**config.mk**
```make
export PLATFORM = sky130hd
export DESIGN_NAME = mem_arbiter
export DESIGN_NICKNAME = d
export VERILOG_FILES = /design/src/rtl/mem_arbiter.sv
export SDC_FILE = /design/constraint.sdc
export NUM_CORES = 1
export LEC_CHECK = 0
export CAP_MARGIN = 20
export CORE_MARGIN = 4
export CORE_UTILIZATION = 36
export CTS_BUF_LIST = sky130_fd_sc_hd__clkbuf_8
export DETAILED_ROUTE_END_ITERATION = 6
export GPL_ROUTABILITY_DRIVEN = 1
export PLACE_DENSITY_LB_ADDON = 0.3
export SYNTH_ARGS = -nofsm -noshare
export SYNTH_HDL_FRONTEND = slang
export SYNTH_SLANG_ARGS = --single-unit
```
**constraint.sdc**
```tcl
create_clock -name clk -period 1.4 [get_ports clk]
set_clock_uncertainty 0.05 [all_clocks]
set_input_delay 0.28 -clock clk [delete_from_list [all_inputs] [get_ports clk]]
set_output_delay 0.28 -clock clk [all_outputs]
set_load 0.1 [all_outputs]
```
**src/rtl/mem_arbiter.sv**
```systemverilog
// Two-port memory arbiter: IDLE/ACCESS/WAIT/DONE sequencer with a fixed memory latency.
// Define ARB_RR_EN for round-robin between the two ports; port 0 has fixed priority otherwise.
module mem_arbiter #(
  parameter int MEM_LAT = 2
) (
  input  logic        clk,
  input  logic        clr,
  input  logic        req0,
  input  logic        wr0,
  input  logic [11:0] addr0,
  input  logic [15:0] wdata0,
  output logic        ack0,
  input  logic        req1,
  input  logic        wr1,
  input  logic [11:0] addr1,
  input  logic [15:0] wdata1,
  output logic        ack1,
  output logic [15:0] rdata,
  output logic        busy,
  output logic [11:0] mem_addr,
  output logic        mem_rd,
  output logic        mem_wr,
  output logic [15:0] mem_dout,
  input  logic [15:0] mem_din
);

  localparam logic [1:0] S_IDLE   = 2'd0;
  localparam logic [1:0] S_ACCESS = 2'd1;
  localparam logic [1:0] S_WAIT   = 2'd2;
  localparam logic [1:0] S_DONE   = 2'd3;

  localparam logic [3:0] LAST = 4'(MEM_LAT - 1);

  logic [1:0] state;
  logic [3:0] cnt;
  logic       win;
  logic       lat_wr;
  logic       pick1;

`ifdef ARB_RR_EN
  // last == 1 means port 1 was served most recently
  logic last;

  assign pick1 = req1 && (!req0 || !last);

  always_ff @(posedge clk) begin
    if (!clr) begin
      last <= 1'b1;
    end else if (state == S_DONE) begin
      last <= win;
    end
  end
`else
  assign pick1 = req1 && !req0;
`endif

  always_ff @(posedge clk) begin
    if (!clr) begin
      state    <= S_IDLE;
      cnt      <= 4'd0;
      win      <= 1'b0;
      lat_wr   <= 1'b0;
      mem_addr <= 12'd0;
      mem_dout <= 16'd0;
      rdata    <= 16'd0;
    end else begin
      case (state)
        S_IDLE: begin
          if (req0 || req1) begin
            win      <= pick1;
            lat_wr   <= pick1 ? wr1 : wr0;
            mem_addr <= pick1 ? addr1 : addr0;
            mem_dout <= pick1 ? wdata1 : wdata0;
            state    <= S_ACCESS;
          end
        end
        S_ACCESS: begin
          cnt   <= 4'd0;
          state <= S_WAIT;
        end
        S_WAIT: begin
          if (cnt == LAST) begin
            state <= S_DONE;
            if (!lat_wr) begin
              rdata <= mem_din;
            end
          end else begin
            cnt <= cnt + 4'd1;
          end
        end
        default: begin
          state <= S_IDLE;
        end
      endcase
    end
  end

  assign busy   = (state != S_IDLE);
  assign mem_rd = (state == S_ACCESS) && !lat_wr;
  assign mem_wr = (state == S_ACCESS) && lat_wr;
  assign ack0   = (state == S_DONE) && !win;
  assign ack1   = (state == S_DONE) && win;

endmodule

```
# After elaboration in Yosys (flattened, before gate mapping)

Cells that the tools add are included.

Bits in registers: 52
Bits in latches: 0
Bits in writable memories: 0
Memory bits (read-only): 0
Output and inout bits: 49
Logic and storage cells: 40
Memories kept: 0

Add/subtract/negate cells: 1
Multiply operators: 0
Div/mod/pow operators: 0
$lt $le $gt $ge: 0
Eq/ne operators: 7
Shift operators: 0
Muxes and demuxes: 8
Bitwise logic cells: 1
Reduce and logical (&&, ||, !) cells: 16

Operator list:

| kind                                                             | number |
|---|---|
| 16-bit 2-to-1 mux                                                | 1 |
| 12-bit 2-to-1 mux                                                | 1 |
| 4-bit case mux with 2 select lines                               | 1 |
| 2-bit inequality test (second input constant)                    | 3 |
| 2-bit case mux with 3 select lines                               | 1 |
| 2-bit AND reduction                                              | 3 |
| 1-bit logical AND                                                | 5 |
| 4-bit by 1-bit adder with 4-bit output (second input constant)   | 1 |
| 2-bit == test (second input constant)                            | 2 |
| 4-bit by 1-bit == test with 1-bit output (second input constant) | 1 |
| 2-bit 2-to-1 mux                                                 | 2 |
| 4-bit 2-to-1 mux                                                 | 1 |
| 2-bit nonzero test                                               | 2 |
| 1-bit logical NOT                                                | 3 |
| 3-bit AND reduction                                              | 1 |
| 2-bit by 1-bit == test with 1-bit output (second input constant) | 1 |
| 2-bit logical NOT                                                | 1 |
| 1-bit logical OR                                                 | 1 |
| 1-bit 2-to-1 mux                                                 | 1 |
| 1-bit inverter                                                   | 1 |

# Depth between registers and ports, before layout

Gate-level depths: netlist of the first run.

Depth in word-level cells: 3
Mapped depth: 7
Mapped depth without buffers: 5

# Worst setup path before layout of the first run

No wires, ideal clock.

Path kind: register to output
From: reg state[1]
To: out mem_rd
Arrival: 1919 ps
Data required time: 1070 ps
Slack: -849 ps
Stages on the path, launching flop included: 4
Cells stage by stage: dfxtp_1 -> inv_1 -> ha_1 -> nor2b_1

Word-level cells in the longest chain between the ends: 2

RTL lines:

| item                                     | RTL line | text |
|---|---|---|
| start, declared                          | 34       | `logic [1:0] state;` |
| start signal, assigned                   | 59       | `state <= S_IDLE;` |
| start signal, assigned                   | 74       | `state <= S_ACCESS;` |
| start signal, assigned                   | 79       | `state <= S_WAIT;` |
| 2-bit by 1-bit == test with 1-bit output | 99       | `assign mem_rd = (state == S_ACCESS) && !lat_wr;` |
| 1-bit logical AND                        | 99       |  |
| end, declared                            | 21       | `output logic mem_rd,` |

Every way passes these cells.

# Worst setup path after layout of the first run

From: reg state[0]
To: out busy

Word-level cells in the longest chain between the ends: 1

RTL lines:

| item               | RTL line | text |
|---|---|---|
| 2-bit nonzero test | 98       | `assign busy = (state != S_IDLE);` |
| end, declared      | 19       | `output logic busy,` |

Every way passes these cells.

==> results of run 1 <==
==> state kept, by name, summed over array words and instances (netlist names) <==
register  cells
win           1
rdata        16
lat_wr        1
mem_dout     16
cnt           4
state         2
mem_addr     12
==> timing repair <==
action                     in CTS  in global routing
setup endpoints to repair      55                 56
pin swaps                      41                 26
setup buffers                   8                  2
gates cloned                    6                  4
gates resized for setup        75                 66
==> where the power goes <==
group          internal [uW]  switching (uW)
clock network            365             543
logic                   2960            4000
registers               1820             416
total                   5150            4960
==> Yosys cell counts (2+ instances only) <==
cell       n
a21oi_1   21
and2_1     2
buf_2      8
a211oi_1  31
mux2i_1   30
clkbuf_1   9
nor2_1    31
nand2_1    4
inv_1      4
nand3_1   17
dfxtp_1   52
ha_1       6
buf_6      2
o21ai_0   18
nor2b_1    4
==> per-stage QoR <==
step	instance area [sq um]	worst slack (ps)
after CTS	4870	-215
final	5220	-207
after floorplan	2400	-84.1
after global placement	4350	-263
after detailed placement	4350	-328
after global routing	5220	-249
==> worst min path at each step <==
| stage | slack (ps) | to | from |
|---|---|---|---|
| 3_3_place_gp | 450 | rdata[12] | rdata[12] |
| 6_report | 260 | win | req0 |
| 2_1_floorplan | 330 | win | req0 |
| 3_5_place_dp | 460 | rdata[4] | rdata[4] |
| 4_1_cts | 450 | rdata[4] | rdata[4] |
| 5_1_grt | 280 | win | req0 |
==> logic make-up (layout without fill, tap and decap cells) <==
logic type,after synthesis,after routing
buffers and inverters,26,179
and+or+nand+nor,64,64
muxes,30,30
adders and majority gates,6,6
DFF,52,52
AOI/OAI and AO/OA,75,75
==> area by class of cell <==
class,count,share of cell area [%]
timing repair buffer,166,44.5
clock buffer,5,1.32
multi-input combinational,175,31.2
inverter,5,0.528
tap,77,1.85
sequential,52,20.2
clock inverter,3,0.504
==> worst max-delay path, cell delays in order, from the launching register on <==
cell and delay (ps):
dfxtp_4 410, inv_4 50, ha_4 170, buf_12 120
clkinvlp_4 70, buf_12 160
==> metal layers <==
layer | routed length, um | track usage (%) | part of all wire (%)
met5 | 0 | 0 | 0
met3 | 832 | 7.36 | 9.4
met1 | 3340 | 22.7 | 38
met4 | 106 | 5.63 | 1.2
met2 | 4530 | 33.7 | 51
==> results.toml, run 1 <==
[timing]
finalSetupViolations = 55
slew_viol_final = 0
hold_slack_ps = 257
rsz0062_at_grt = "true"
setup_slack_ps = -207
max_slew.worst_pin.slew_ps = 406
period_minus_slack_ps = 1610
fin_tns_setup_ps = -5870
max_freq_ghz = 0.622
max_slew_margin_pct = 72.9
hold_viol = 0
post-route-period-util_pct = 115

[clock_tree]
htree_levels = 2
cts_buffer_depth = 2
clockRootBuffer = "clkbuf_8"
clk_pin_slew_ps = 90
cts_tree = "built"
ctsHoldBuffers = 0
numCtsBuffers = 5
clock_latency_ps = 310
cts_sinks = 52

[global_routing]
grt_pass1_vias = 2524
grt_antenna_before_repair = 0
gr-usage-all-layers_pct = 19.6
grt_overflow = 0
grt_max_degree = 24
grt_first_pass_wirelength_um = 11900

[worst_setup_path]
critPathCapture = "busy"
arrival_ps = 1280
cp.required_ps = 1070
path_class = "reg2out"
worstPathMaxFanout = 4
reg2reg_from = "state[0]"
reg2reg_slack_ps = -170
r2r_end = "mem_dout[13]"
reg2reg_depth = 8
end_kind = "output pin"
start_kind = "register"
crit_start = "state[0]"

[yosys]
syn_area_sq_um = 2350
synth.area.top_cells = "dfxtp_1 (44%), mux2i_1 (13%), a211oi_1 (9.9%)"
synth_top_cell_by_area = "dfxtp_1"
synth_top_area_share_pct = 44.3
muxShareOfSynthArea_pct = 12.8
synthCells = 253
synth_compound_area_share_pct = 20.7
yosysWarningCount = 0
ys_seq_area_share_pct = 44.3
syn_area_per_cell_sq_um = 9.29
post_synth_num_cell_types = 29
synthFlopType = "dfxtp_1"
synth_enable_flop_cells = 0
syn_nets = 337
synth-seq-cells = 52
synth_top_family_by_area = "compound AO/OA/AOI/OAI gates"
synthAdderAreaFrac_pct = 3.19
async_reset_ff_share_pct = 0
synth-simple-area-share_pct = 13.0
synth-xor-area-share_pct = 0

[detailed_routing]
vias = 2588
wl_per_cell_um = 18.2
drtPass1Iterations = 5
via_per_inst = 5.36
drt-total-wl_um = 8810
drtAntennaViolNets = 0
drc = 0
detail_route.iter0.violations = 60

[place]
hpwl_um = 5170
gp_congestion = 0.786
port-buffer-count = 126
placedCellCount = 457

[floorplanning]
rows = 29
die_area_sq_um = 7880
fp.dieH_um = 88.8
die_w_um = 88.8
initial_core_util_pct = 37.0
core_sq_um = 6350
num_io_pins = 127

[power_and_ir_drop]
power_leakage_uw = 0.00194
vdd.ir_drop.worst_mv = 1.79
power_density_nw_per_um2 = 1940
p_total_uw = 10100

[final_layout]
diodes = 0
fill_cells = 368
multi_input_area_sq_um = 1630
drive_gt1_share_pct = 47.3
instances_no_fill = 483
final_core_util_pct = 82.1
regArea_sq_um = 1050
final_common_cell = "clkdlybuf4s50_1"
syn_to_final_growth_pct = 122
final_cell_mix = "clkdlybuf4s50_1 (76), buf_12 (57), dfxtp_1 (47)"
nets = 489

[worst_hold_path]
hp-class = "in2reg"
holdPathStages = 3

[status]
status = "finished, violations left"
violations = "setup timing"

[run]
maxCapViolCount = 0
Note: power is estimated with default switching activity, not from simulation.
==> inputs of run 2 (changes only) <==
HOLD_SLACK_MARGIN = 0.08   (was unset)
==> results of run 2 <==
No change in the layout: final DEF, timing and power equal those of run 1.
==> inputs of run 3 (changes only) <==
GPL_TIMING_DRIVEN = 0   (was unset)
==> run 3 against run 2 <==
The flow still finishes with violations (setup timing). Largest power group unchanged. Via count fell by 3.6%. Worst setup slack gained 51 ps. First-iteration DRC count is 5.0% lower. Design area down 16%. Sequential power down 8%.
==> results.toml, run 3 (synthesis results as in run 1) <==
[worst_setup_path]
critPathBufInv = 3
arrival_ps = 1680
start_kind = "register"
end_kind = "register"
critical_path.cell_chain = "inv_2, ha_4, or3b_4, buf_4, buf_6, o21ai_2, a21oi_1"
crit_path_top_delay_cell = "or3b_4"
reg2reg_depth = 7
path_delay_family = "simple AND/OR/NAND/NOR gates"
crit_cells = 7
path_class = "reg2reg"
cp.required_ps = 1520
max_stage_delay_ps = 400
worstPathMaxFanout = 5

[status]
violations = "setup timing"
status = "finished, violations left"

[timing]
finalSetupViolations = 29
max_slew.worst_pin.slew_ps = 570
hold_viol = 0
hold_slack_ps = 326
max_slew_margin_pct = 62.0
slew_viol_final = 0
setup_slack_ps = -156
max_freq_ghz = 0.643
rsz0062_at_grt = "true"
period_minus_slack_ps = 1560
fin_tns_setup_ps = -2900
post-route-period-util_pct = 111

[detailed_routing]
drtAntennaViolNets = 0
drt-total-wl_um = 7760
wl_per_cell_um = 16.1
detail_route.iter0.violations = 57
drtPass1Iterations = 4
vias = 2496
drc = 0
via_per_inst = 5.18

[final_layout]
nets = 488
diodes = 0
fin_area_sq_um = 4370
final_common_cell = "clkdlybuf4s50_1"
regArea_sq_um = 1050
reg_top3 = "mem_dout (16), rdata (16), mem_addr (12)"
syn_to_final_growth_pct = 86.0
final_cell_mix = "clkdlybuf4s50_1 (75), buf_4 (60), dfxtp_1 (47)"
fill_cells = 523
multi_input_area_sq_um = 1500
drive_gt1_share_pct = 41.5

[global_routing]
grt_most_used_layer = "met2"
met1_usage_pct = 21.8
grt_max_degree = 18
grt_use_met2_pct = 32.5
grt_pass1_vias = 2527
grt_first_pass_wirelength_um = 11600
met3_usage_pct = 6.70
gr-usage-all-layers_pct = 18.6
grt_antenna_before_repair = 0
grt_overflow = 0

[power_and_ir_drop]
vdd.ir_drop.worst_mv = 1.53
power_leakage_uw = 0.00171
power_density_nw_per_um2 = 1980

[clock_tree]
numCtsBuffers = 5
ctsHoldBuffers = 0
cts_sinks = 52
clockRootBuffer = "clkbuf_8"
cts_buffer_depth = 2
cts_tree = "built"
clock_latency_ps = 300
htree_levels = 2
clk_pin_slew_ps = 100

[floorplanning]
num_io_pins = 127
core_sq_um = 6350
fp.dieH_um = 88.8
rows = 29
die_w_um = 88.8
initial_core_util_pct = 37.0
die_area_sq_um = 7880

[place]
hpwl_um = 5270
placed_cell_area_sq_um = 3760
port-buffer-count = 126
place_ws_ps = -888
gp_congestion = 0.779

[run]
maxCapViolCount = 0

[worst_hold_path]
hp-class = "in2reg"
holdPathStages = 2
-- run 3: cell count changes in the layout (fill, tap and decap cells not counted), sizes merged --
cell / change
buf: -6
clkbuf: +5
clkdlybuf4s50: -1
clkinv: +1
clkinvlp: -1
dlygate4sd2: +2
dlymetal6s2s: -1
-- run 3: worst register-to-register path, delay by kind of cell, from the launching register on --
family	cells	cell delay, ps
flip-flops	1	340
AND/OR/NAND/NOR	1	400
AO/OA/AOI/OAI	2	200
buffers and inverters	3	340
adder cells (fa/ha/maj)	1	120
-- run 3: path summary, 6_finish.rpt --
kind	start	to	slack, ps
min reg2reg	rdata[6]	rdata[6]	410
max	cnt[1]	rdata[5]	-160
min	req0	win	330
max reg2reg	cnt[1]	rdata[5]	-160
-- run 3: where the power goes --
| part | switching, uW | total (uW) | leakage, uW | internal (uW) |
|---|---|---|---|---|
| combinational | 3750 | 5700 | 0.00123 | 1950 |
| clock | 521 | 877 | 0.0000445 | 356 |
| sequential | 245 | 2070 | 0.000430 | 1820 |
-- run 3: timing repair --
action / in CTS / in global routing
buffers inserted: 10 / 5
hold endpoints to repair: 0 / 0
gates resized for setup: 387 / 56
gates cloned: 2 / 2
pin swaps: 35 / 6
setup endpoints to repair: 100 / 57
-- run 3: final cells by class --
cell class	instances	area share [%]
multi-input combinational	175	34.3
timing repair buffer	145	31.4
sequential	52	24.1
buffer	20	5.32
tap	77	2.20
clock buffer	5	1.57
inverter	5	0.630
clock inverter	3	0.487
-- run 3: per-stage QoR --
stage	cells	total power, uW	util (%)
floorplan	253	5470	-
global placement	456	6590	59.2
detailed placement	456	6630	59.2
CTS	476	8060	64.3
global route	482	9050	68.8
finish	482	8650	68.8
-- run 3: metal layers --
metal	vias to the layer above	wire (um)
met4	0	38
met1	1171	3080
met3	2	755
met5	-	0
li1	1220	-
met2	103	3880
